File: config.mk
export PLATFORM = sky130hd
export DESIGN_NAME = plant_input_conditioner
export DESIGN_NICKNAME = d
export VERILOG_FILES = /design/src/rtl/plant_pkg.sv /design/src/rtl/plant_debounce_ch.sv /design/src/rtl/plant_input_conditioner.sv
export SDC_FILE = /design/constraint.sdc
export NUM_CORES = 1
export LEC_CHECK = 0
export ABC_AREA = 1
export CORE_MARGIN = 4
export CORE_UTILIZATION = 48
export CTS_CLUSTER_SIZE = 30
export DETAILED_ROUTE_END_ITERATION = 6
export GPL_TIMING_DRIVEN = 1
export PLACE_DENSITY = 0.72
export SLEW_MARGIN = 15
export SYNTH_ARGS = -nofsm -noshare
export SYNTH_HDL_FRONTEND = slang
export SYNTH_HIERARCHICAL = 1
export SYNTH_SLANG_ARGS = --single-unit
File: constraint.sdc
create_clock -name wb_clk_i -period 4.52 [get_ports wb_clk_i]
set_input_delay 0.452 -clock wb_clk_i [delete_from_list [all_inputs] [get_ports wb_clk_i]]
set_output_delay 0.452 -clock wb_clk_i [all_outputs]
set_load 0.02 [all_outputs]
File: src/rtl/plant_pkg.sv
// Shared defaults and helpers for the plant input conditioner.
package plant_pkg;

  localparam int PLANT_N_CH      = 8;
  localparam int PLANT_CNT_W     = 4;
  localparam int PLANT_PRESCALE  = 16;
  localparam int PLANT_DB_THRESH = 4;

  // Prescaler counter width; a single bit is kept even when PRESCALE is 1.
  function automatic int plant_pcnt_w(input int prescale);
    return (prescale > 1) ? $clog2(prescale) : 1;
  endfunction

endpackage

File: src/rtl/plant_debounce_ch.sv
// One conditioned channel: two-flop synchronizer, tick-paced debounce counter,
// clean level register and registered rise/fall pulses.
module plant_debounce_ch
  import plant_pkg::*;
#(
  parameter int CNT_W     = PLANT_CNT_W,
  parameter int DB_THRESH = PLANT_DB_THRESH
) (
  input  logic clk,
  input  logic rst_n,
  input  logic raw,
  input  logic tick,
  output logic clean,
  output logic rise,
  output logic fall
);

  localparam logic [CNT_W-1:0] CNT_LAST = CNT_W'(DB_THRESH - 1);

  logic             sync_q1;
  logic             sync_q2;
  logic [CNT_W-1:0] cnt;
  logic             accept;

  always_ff @(posedge clk or negedge rst_n) begin
    if (!rst_n) begin
      sync_q1 <= 1'b0;
      sync_q2 <= 1'b0;
    end else begin
      sync_q1 <= raw;
      sync_q2 <= sync_q1;
    end
  end

  assign accept = tick && (sync_q2 != clean) && (cnt == CNT_LAST);

  // Any cycle where the synchronized input agrees with clean discards progress.
  always_ff @(posedge clk or negedge rst_n) begin
    if (!rst_n) begin
      cnt   <= '0;
      clean <= 1'b0;
      rise  <= 1'b0;
      fall  <= 1'b0;
    end else begin
      rise <= accept && sync_q2;
      fall <= accept && !sync_q2;
      if (sync_q2 == clean) begin
        cnt <= '0;
      end else if (accept) begin
        clean <= sync_q2;
        cnt   <= '0;
      end else if (tick) begin
        cnt <= cnt + 1'b1;
      end
    end
  end

endmodule

File: src/rtl/plant_input_conditioner.sv
// Pad input front end: shared debounce prescaler, per-channel conditioners,
// sticky edge flags (only when PLANT_EDGE_LATCH_EN is defined) and io_oeb tie-off.
module plant_input_conditioner
  import plant_pkg::*;
#(
  parameter int N_CH      = PLANT_N_CH,
  parameter int CNT_W     = PLANT_CNT_W,
  parameter int PRESCALE  = PLANT_PRESCALE,
  parameter int DB_THRESH = PLANT_DB_THRESH
) (
  input  logic            wb_clk_i,
  input  logic            wb_rst_ni,
  input  logic            en_i,
  input  logic [N_CH-1:0] raw_i,
  input  logic [N_CH-1:0] clr_i,
  output logic [N_CH-1:0] clean_o,
  output logic [N_CH-1:0] rise_o,
  output logic [N_CH-1:0] fall_o,
  output logic [N_CH-1:0] sticky_o,
  output logic            tick_o,
  output logic [N_CH-1:0] io_oeb_o
);

  localparam int            PW         = plant_pcnt_w(PRESCALE);
  localparam logic [PW-1:0] PCNT_LAST  = PW'(PRESCALE - 1);

  logic [PW-1:0] pcnt;
  logic          tick;

  // Reset gating keeps tick_o low during reset even when PRESCALE is 1.
  assign tick   = en_i && wb_rst_ni && (pcnt == PCNT_LAST);
  assign tick_o = tick;

  always_ff @(posedge wb_clk_i or negedge wb_rst_ni) begin
    if (!wb_rst_ni) begin
      pcnt <= '0;
    end else if (!en_i || tick) begin
      pcnt <= '0;
    end else begin
      pcnt <= pcnt + 1'b1;
    end
  end

  for (genvar g = 0; g < N_CH; g++) begin : g_ch
    plant_debounce_ch #(
      .CNT_W    (CNT_W),
      .DB_THRESH(DB_THRESH)
    ) u_ch (
      .clk  (wb_clk_i),
      .rst_n(wb_rst_ni),
      .raw  (raw_i[g]),
      .tick (tick),
      .clean(clean_o[g]),
      .rise (rise_o[g]),
      .fall (fall_o[g])
    );
  end

`ifdef PLANT_EDGE_LATCH_EN
  // Set has priority over a same-cycle clear so no edge is ever lost.
  always_ff @(posedge wb_clk_i or negedge wb_rst_ni) begin
    if (!wb_rst_ni) begin
      sticky_o <= '0;
    end else begin
      sticky_o <= (sticky_o & ~clr_i) | rise_o | fall_o;
    end
  end
`else
  logic unused_clr;
  assign unused_clr = ^clr_i;
  assign sticky_o   = '0;
`endif

  assign io_oeb_o = '1;

endmodule
==> metrics.txt, run 1 <==
WL per Instance 10.4 um; DRT Wirelength 6.07 mm; # setup viols final 0; Final period util 0.634; # diodes 0; startpoint type of the worst setup path flip-flop; via count 2746; Worst Setup SP pcnt[0]$_DFF_PN0_; reg2reg start pcnt[0]$_DFF_PN0_; Final nets 505; # DRC 0; DP Cell Count 565; Final min period 2.87 ns; Cell Area, Synth 3680 sq um; Setup Skew 0.00885 ns; Hold Buf Count CTS 0; Crit Path Max Fanout 33; maximum VDD drop 0.158 mV; Antenna Nets Post-Route 0; RSZ-0062 raised after global routing no; DR vias/cell 4.73; CTS max path bufs 2; outcome complete, no violations; post_cts resized 0; GRT Total Usage 0.152; Die ar. 9130 sq um; Mapped Avg Cell Area 8.53 sq um; CTS tree yes; area share of the largest cell type after synthesis 0.517; flop-to-flop setup slack 2.73 ns; crit path cell chain ha_1 -> nand2_2 -> nor3b_4 -> buf_4 -> clkdlybuf4s50_1; Finished Layout Cells 581; pwr dens 280 nW/um^2; Initial Util 0.499; crit path DAT 2.41 ns; HPWL after DPL 4.41 mm; Post-synth EDFFs 0; Seq/Total Area, Yosys 0.517; Mapped Cells 431; fmax 349 MHz; Post-synth top cells nand2_1, dfrtp_1, nand2_2, inv_1, nand3_1; Worst Reg-to-Reg Cells 7; Pins Over Slew Limit 0; Syn-to-layout area delta 16.1%; root buffer cell clkbuf_8; CTS sink count 76; setup TNS 0 ns; Async SR Flop Fraction 1.00; ys flop type dfrtp_1; vias in the first global route 2564; initial antenna violation count 0; pin count of the biggest net entering global routing 77; area leader, netlist dfrtp_1; MaxCap Viol Count 0; core area 7370 sq um; fill count 667; WS Path Type flip-flop to output pin; initial drt markers 165; Required @ worst endpoint 4.07 ns; total CTS buffers 9; IO Count 60; last element of the critical path tick_o; post-CTS setup buffers 0; Leakage 2.26 nW; Die Wd 95.5 um; Ys Warns 6; hold crit path type primary input to asynchronous set/reset pin; synth top area cells dfrtp_1, nand2_1, nand2_2; most frequent cell after synthesis nand2_1; H-tree levels 3; share of layout cells above drive strength 1 0.187; Slew Limit Headroom 0.386; DRT Pass-1 Iters 4; Crit Reg-Reg Endpoint g_ch[4].u_ch/clean$_DFFE_PN0P_; gr ovfl total 0; clock-pin slew on the worst setup and hold paths 0.07 ns; first-pass GRT wire length 10.9 mm; slowest cell on the critical path clkdlybuf4s50_1; Skew-Pair Late Insertion Delay 0.34 ns; cell row count 31; Least-Margin Pin Slew 0.921 ns; Worst Setup End Kind output pin; die height 95.5 um; Port Buffers 35; #FFs+latches synth 76; GP Congestion 0.837; CP peak stage delay 0.72 ns; Final Hold Viols 0; Cell variety after synth 16
-- how the worst min path moves through the flow --
stage / start / to / slack, ns / cells past startpoint
after global placement: g_ch[2].u_ch/sync_q1$_DFF_PN0_ / g_ch[2].u_ch/sync_q2$_DFF_PN0_ / 0.33 / 0
after floorplan: wb_rst_ni / g_ch[0].u_ch/clean$_DFFE_PN0P_ / 0.16 / 0
after global routing: g_ch[6].u_ch/sync_q1$_DFF_PN0_ / g_ch[6].u_ch/sync_q2$_DFF_PN0_ / 0.36 / 0
final: wb_rst_ni / g_ch[4].u_ch/fall$_DFF_PN0_ / 0.32 / 2
after CTS: g_ch[6].u_ch/sync_q1$_DFF_PN0_ / g_ch[6].u_ch/sync_q2$_DFF_PN0_ / 0.36 / 0
after detailed placement: g_ch[3].u_ch/sync_q1$_DFF_PN0_ / g_ch[3].u_ch/sync_q2$_DFF_PN0_ / 0.34 / 0
-- layout by cell type, fill, tap and decap left out --
cell,count
ha_1,9
buf_4,3
clkbuf_1,4
nor2_1,21
o21ai_0,8
nor2_4,8
nand3_1,25
o21bai_1,8
inv_2,24
clkinv_2,2
conb_1,16
nand4_1,17
o21ai_2,9
clkdlybuf4s50_1,34
nand2_1,148
dfrtp_1,76
clkbuf_8,10
inv_1,26
nand2_2,33
nor3b_4,1
-- report_power, final --
part	total [mW]	internal, mW	switching [mW]
clock	0.437	0.214	0.223
sequential	0.697	0.689	0.00815
combinational	0.0615	0.0188	0.0427
-- layer usage --
layer | global-route usage | wire (um)
met2 | 0.249 | 3030
met5 | 0 | 0
met4 | 0.0498 | 31
met1 | 0.186 | 2670
met3 | 0.0545 | 330
-- area by class of cell --
cell class | count | area (sq um) | share of cell area
clock inverter | 2 | 10.0 | 0.00234
tap | 99 | 124 | 0.0290
sequential | 76 | 1900 | 0.445
inverter | 50 | 188 | 0.0439
timing repair buffer | 37 | 363 | 0.0849
multi-input combinational | 303 | 1530 | 0.359
clock buffer | 14 | 153 | 0.0357
-- flip-flops by register name (all words and copies together), names as in the netlist --
register,cells
g_ch.u_ch/cnt,32
g_ch.u_ch/clean,8
g_ch.u_ch/fall,8
g_ch.u_ch/rise,8
g_ch.u_ch/sync_q1,8
g_ch.u_ch/sync_q2,8
pcnt,4
-- kinds of logic (layout without fill, tap and decap cells) --
kind of cell / after synthesis / after routing / synth area share
AOI/OAI and AO/OA: 25 / 25 / 0.0486
adders and majority gates: 9 / 9 / 0.0306
buffers and inverters: 66 / 103 / 0.0837
DFF: 76 / 76 / 0.517
other: 2 / 16 / 0.00204
and+or+nand+nor: 253 / 253 / 0.318
-- stage by stage --
step / area [sq um] / hold WS, ns / total power, mW / utilization / worst slack [ns]
global route: 4270 / 0.358 / 1.26 / 0.580 / 1.52
floorplan: 3740 / 0.156 / 0.755 / - / 1.36
finish: 4270 / 0.320 / 1.20 / 0.580 / 1.65
CTS: 4270 / 0.355 / 1.22 / 0.580 / 1.61
global placement: 4110 / 0.333 / 0.771 / 0.558 / 1.72
detailed placement: 4110 / 0.340 / 0.773 / 0.558 / 1.71
-- worst max-delay path, delay by kind of cell (launching register included) --
kind | cells | cell delay (ns)
flops | 1 | 0.40
buf+inv | 2 | 1.20
simple gates | 2 | 0.27
fa+ha+maj | 1 | 0.20
No activity file was read; power rests on OpenSTA's default activity.
==> run 2: changes to the inputs <==
--- a/config.mk
+++ b/config.mk
@@ -7,11 +7,11 @@
 export LEC_CHECK = 0
 export ABC_AREA = 1
 export CORE_MARGIN = 4
-export CORE_UTILIZATION = 48
+export CORE_UTILIZATION = 53
 export CTS_CLUSTER_SIZE = 30
 export DETAILED_ROUTE_END_ITERATION = 6
 export GPL_TIMING_DRIVEN = 1
-export PLACE_DENSITY = 0.72
+export PLACE_DENSITY = 0.75
 export SLEW_MARGIN = 15
 export SYNTH_ARGS = -nofsm -noshare
 export SYNTH_HDL_FRONTEND = slang
==> constraint.sdc (replaced) <==
create_clock -name wb_clk_i -period 2.65 [get_ports wb_clk_i]
set_input_delay 0.265 -clock wb_clk_i [delete_from_list [all_inputs] [get_ports wb_clk_i]]
set_output_delay 0.265 -clock wb_clk_i [all_outputs]
set_load 0.02 [all_outputs]
==> run 2 against run 1 <==
Wire length is 2.2% higher. Critical endpoint unchanged. Combinational power is 72% higher. Die area is 8.7% lower. Critical path type unchanged. Clock power is 120% higher. Via count is 0.66% higher. Sequential power is 71% higher. Critical path depth is 1 lower. Global-route usage is 0.81 points higher. Total power is 89% higher. Clock skew is 0.0030 ns higher. Sequential share of layout area is 0.39 points lower. Non-clock buffer count stayed put.
==> metrics.txt, run 2 (synthesis results as in run 1) <==
top layer in use met4; core area 6760 sq um (-8.3%); Crit Path Max Fanout 4 (-88%); fmax 453 MHz; Worst Setup End Kind output pin; Routed met2 length 3.13 mm (+3.2%); clock-pin slew on the worst setup and hold paths 0.08 ns (about the same); commonest cells after routing, fill and taps aside nand2_1, dfrtp_1, clkdlybuf4s50_1; # setup viols final 0 (unchanged); Required @ worst endpoint 2.38 ns (-1.69 ns); Setup Skew 0.0119 ns (+0.00304 ns); CTS sink count 76 (unchanged); Leakage 2.29 nW (+1.2%); Syn-to-layout area delta 17.1%; Port Buffers 35 (unchanged); Final period util 0.833; share of layout cells above drive strength 1 0.193 (+0.00663); commonest non-fill, non-tap cell in the layout nand2_1; post-CTS setup buffers 0 (unchanged); crit path DAT 1.94 ns (-0.47 ns); outcome complete, no violations; CTS tree yes; GP Congestion 0.809 (-3.4%); IO Count 60 (unchanged); via count 2764 (+0.66%); max FFs per register 32 (unchanged); die height 91.3 um (-4.4%); Final min period 2.21 ns; Least-Margin Pin Slew 0.928 ns (+0.00672 ns); Hold Buf Count CTS 0 (unchanged); # DRC 0 (unchanged); wire length on met3 290 um (-12%); WL per Instance 11.1 um (+5.9%); Initial Util 0.544 (+0.0453); met1 wire length 2.72 mm (+1.6%); Final Hold Viols 0 (unchanged); first-pass GRT wire length 10.7 mm (-1.3%); fill count 566 (-15%); Reg with most FFs g_ch.u_ch/cnt; H-tree levels 3 (unchanged); Finished Layout Cells 561 (-3.4%); setup TNS 0 ns (unchanged); CTS max path bufs 2 (unchanged); startpoint type of the worst setup path flip-flop; RSZ-0062 raised after global routing no; root buffer cell clkbuf_8; gr ovfl total 0 (unchanged); Skew-Pair Late Insertion Delay 0.35 ns (about the same); Antenna Nets Post-Route 0 (unchanged); initial antenna violation count 0 (unchanged); vias in the first global route 2541 (-0.90%); hold crit path type primary input to asynchronous set/reset pin; Slew Limit Headroom 0.382 (-0.00448); MaxCap Viol Count 0 (unchanged); Total Power 2.26 mW (+89%); final core occ 0.638 (+0.0582); Die Wd 91.3 um (-4.4%); Worst Setup SP pcnt[0]$_DFF_PN0_; # diodes 0 (unchanged); DR vias/cell 4.93 (+4.2%); cell row count 30 (-3.2%); Pins Over Slew Limit 0 (unchanged); Worst Reg-to-Reg Cells 7 (unchanged); initial drt markers 78 (-53%); footprint of the multi-input gates 1530 sq um (unchanged); post_cts resized 0 (unchanged); pin count of the biggest net entering global routing 77 (unchanged); GRT Total Usage 0.160 (+0.00807); DRT Pass-1 Iters 4 (unchanged); WS Path Type flip-flop to output pin; DP Cell Count 546 (-3.4%); pwr dens 525 nW/um^2 (+88%); reg2reg start pcnt[0]$_DFF_PN0_; Die ar. 8340 sq um (-8.7%); Reg area 1900 sq um (unchanged); maximum VDD drop 0.528 mV (+230%); total CTS buffers 9 (unchanged); DRT Wirelength 6.20 mm (+2.2%); Final nets 505 (unchanged); HPWL after DPL 4.52 mm (+2.5%)
-- run 2: where the power goes --
part	leakage (nW)	switching, mW	internal (mW)
Sequential	1.02	0.0150	1.18
Combinational	1.15	0.0739	0.0321
Clock	0.111	0.390	0.575
Total	2.29	0.479	1.78
-- run 2: cell type report --
cell class                      instances  share of cell area
Sequential cell                        76               0.441
Multi-Input combinational cell        303               0.356
Inverter                               50              0.0436
Clock buffer                           11              0.0351
Tap cell                               80              0.0232
Timing Repair Buffer                   37              0.0842
Clock inverter                          4              0.0168
-- run 2: metrics by stage --
step	cell area, sq um	hold WS, ns	setup slack [ns]
global placement	4090	0.331	0.674
detailed placement	4090	0.335	0.600
CTS	4310	0.194	0.404
global route	4310	0.243	0.344
finish	4310	0.151	0.444
floorplan	3740	-0.0306	0.194
-- run 2: final timing paths --
check	to	slack (ns)
setup reg to reg	g_ch[6].u_ch/clean$_DFFE_PN0P_	0.77
hold / removal	g_ch[1].u_ch/cnt[3]$_DFFE_PN0P_	0.15
max in group asynchronous	g_ch[4].u_ch/cnt[0]$_DFFE_PN0P_	1.88
setup / recovery	tick_o	0.44
hold reg to reg	g_ch[4].u_ch/sync_q2$_DFF_PN0_	0.35
min in group wb_clk_i	g_ch[4].u_ch/sync_q2$_DFF_PN0_	0.35
-- run 2: worst max-delay path, cell delays in order, from the launching register on --
cell and delay (ns):
dfrtp_1 0.40, ha_1 0.20, nand2_2 0.10, nor3b_4 0.25
clkdlybuf4s50_1 0.64
-- run 2: per-layer routing --
| layer | vias to the layer above | global-route usage |
|---|---|---|
| met5 | - | 0 |
| met4 | 0 | 0.0503 |
| met3 | 9 | 0.0530 |
| met2 | 53 | 0.274 |
| met1 | 1292 | 0.190 |
| li1 | 1410 | - |
==> RTL edit, RTL diff (config.mk and constraints of run 1) <==
The option `PLANT_EDGE_LATCH_EN` is turned on by a define.
--- a/src/rtl/plant_input_conditioner.sv
+++ b/src/rtl/plant_input_conditioner.sv
@@ -1,5 +1,7 @@
 // Pad input front end: shared debounce prescaler, per-channel conditioners,
 // sticky edge flags (only when PLANT_EDGE_LATCH_EN is defined) and io_oeb tie-off.
+`define PLANT_EDGE_LATCH_EN
+
 module plant_input_conditioner
   import plant_pkg::*;
 #(
Formal check against the unedited RTL: same outputs for any inputs over 10 cycles, from zero or initial values and one cycle with wb_rst_ni low; that may be too few to reach the edited logic, so the function may still have changed.
==> RTL edit against run 1 <==
Design area grew 11%. Combinational power grew 3.4%. Sequential share of layout area shrank 0.11 points. Register-to-register slack lost 0.05 ns. Sequential cell count grew 8. Routed wire length grew 11%. Global-route usage is essentially flat. Worst setup slack gained 0.54 ns. Power grew 13%. Synthesized area grew 6.4%. Sequential power grew 10%. Largest cell class unchanged. Largest power group unchanged.
==> RTL edit: results (changes against run 1) <==
{| class="wikitable"
! Metric !! Value
|-
| Worst slew slack as a fraction of its limit || 56.2% (was 38.6%)
|-
| Total wire length after detailed routing || 6.71 mm (was 6.07 mm)
|-
| Via/cell ratio || 4.85 (was 4.73)
|-
| Met1 wire length || 3.03 mm (was 2.67 mm)
|-
| CP Data Arrival Time || 1.87 ns (was 2.41 ns)
|-
| Critical-path maximum fanout || 4 (was 33)
|-
| Count of nets after finishing || 545 (was 505)
|-
| Dpl cells || 608 (was 565)
|-
| Number of global-route vias before repair || 2891 (was 2564)
|-
| IO buf count || 51 (was 35)
|-
| Post-synthesis compound-gate area fraction || 5.59% (was 4.86%)
|-
| Placer's final routability congestion estimate || 0.821 (was 0.837)
|-
| Clock H-tree levels || 3 (unchanged)
|-
| Fraction of the mapped netlist area in adder cells || 2.88% (was 3.06%)
|-
| Top post-synthesis cells by area || sky130_fd_sc_hd__dfrtp_1 54%, sky130_fd_sc_hd__nand2_1 14%, sky130_fd_sc_hd__nand2_2 5.3%, sky130_fd_sc_hd__inv_1 3.3%, sky130_fd_sc_hd__nand3_1 3.2% (was sky130_fd_sc_hd__dfrtp_1 52%, sky130_fd_sc_hd__nand2_1 15%, sky130_fd_sc_hd__nand2_2 5.6%, sky130_fd_sc_hd__nand3_1 3.4%, sky130_fd_sc_hd__buf_4 3.3%)
|-
| Most used standard cells in the synthesized netlist || 148 x sky130_fd_sc_hd__nand2_1, 84 x sky130_fd_sc_hd__dfrtp_1, 34 x sky130_fd_sc_hd__inv_1, 33 x sky130_fd_sc_hd__nand2_2, 29 x sky130_fd_sc_hd__nor2_1 (was 148 x sky130_fd_sc_hd__nand2_1, 76 x sky130_fd_sc_hd__dfrtp_1, 33 x sky130_fd_sc_hd__nand2_2, 26 x sky130_fd_sc_hd__inv_1, 25 x sky130_fd_sc_hd__nand3_1)
|-
| Placed instance area || 4540 sq um (was 4110 sq um)
|-
| Delay contributed by the slowest stage of the critical path || 0.63 ns (was 0.72 ns)
|-
| Maximum VDD drop || 0.000187 V (was 0.000158 V)
|-
| Pin count of the biggest net entering global routing || 57 (was 77)
|-
| Worst-case clock skew || 0.00532 ns (was 0.00885 ns)
|-
| Met3 wire len || 318 um (was 330 um)
|-
| Routed length per instance || 10.8 um (was 10.4 um)
|-
| Proportion of layout cells with a drive suffix above 1 || 17.5% (was 18.7%)
|-
| Number of DRC markers after the initial detailed-route iteration || 117 (was 165)
|-
| Sequential fraction of the synthesis area || 53.7% (was 51.7%)
|-
| HPWL after detailed placement || 4.93 mm (was 4.41 mm)
|-
| Outcome || completed (unchanged)
|-
| Mean area per synthesized cell || 8.62 sq um (was 8.53 sq um)
|-
| Worst slack at placement || 2.19 ns (was 1.71 ns)
|-
| Wire length of the first global-routing pass || 12.2 mm (was 10.9 mm)
|-
| Power dissipated by switching net loads || 282 uW (was 274 uW)
|-
| Met2 WL || 3.27 mm (was 3.03 mm)
|-
| Leakage power figure || 0.00244 uW (was 0.00226 uW)
|}
## RTL edit: changes by cell type after synthesis, sizes merged
cell / delta
buf: -8
conb: -1
dfrtp: +8
inv: +8
nor2: +8
o21ai: +8
## RTL edit: layout make-up
type / count / area, sq um
inverters: 58 / 218
repair buffers: 53 / 523
multi-input cells: 311 / 1570
well taps: 102 / 128
clock buffers: 12 / 155
flip-flops and latches: 84 / 2100
fillers: 707 / 3110
clock inverters: 2 / 35.0
## RTL edit: final timing paths
check / from / endpoint / slack, ns
setup reg to reg: pcnt[0] / g_ch[0].u_ch/clean / 2.68
max in group asynchronous: wb_rst_ni / g_ch[5].u_ch/sync_q1 / 3.50
setup / recovery: pcnt[0] / tick_o / 2.20
hold / removal: wb_rst_ni / g_ch[5].u_ch/fall / 0.03
min in group wb_clk_i: g_ch[5].u_ch/sync_q1 / g_ch[5].u_ch/sync_q2 / 0.35
hold reg to reg: g_ch[5].u_ch/sync_q1 / g_ch[5].u_ch/sync_q2 / 0.35
## RTL edit: cell families after synthesis
group	Yosys count
flops	84
buf+inv	66
fa+ha+maj	9
simple gates	261
other cells	1
compound gates	33
## RTL edit: power by group through the flow
stage | Combinational [uW] | Clock, uW | Sequential, uW
3_3_place_gp | 64.2 | 0 | 783
2_1_floorplan | 35.6 | 0 | 782
4_1_cts | 65.7 | 536 | 768
3_5_place_dp | 65.5 | 0 | 783
6_report | 63.6 | 514 | 769
5_1_grt | 73.5 | 564 | 770
## RTL edit: metal layers
layer	GRT usage, %	vias to the layer above
met5	0	-
met4	4.41	0
met3	4.21	7
met2	26.1	55
met1	18.8	1418
li1	-	1536
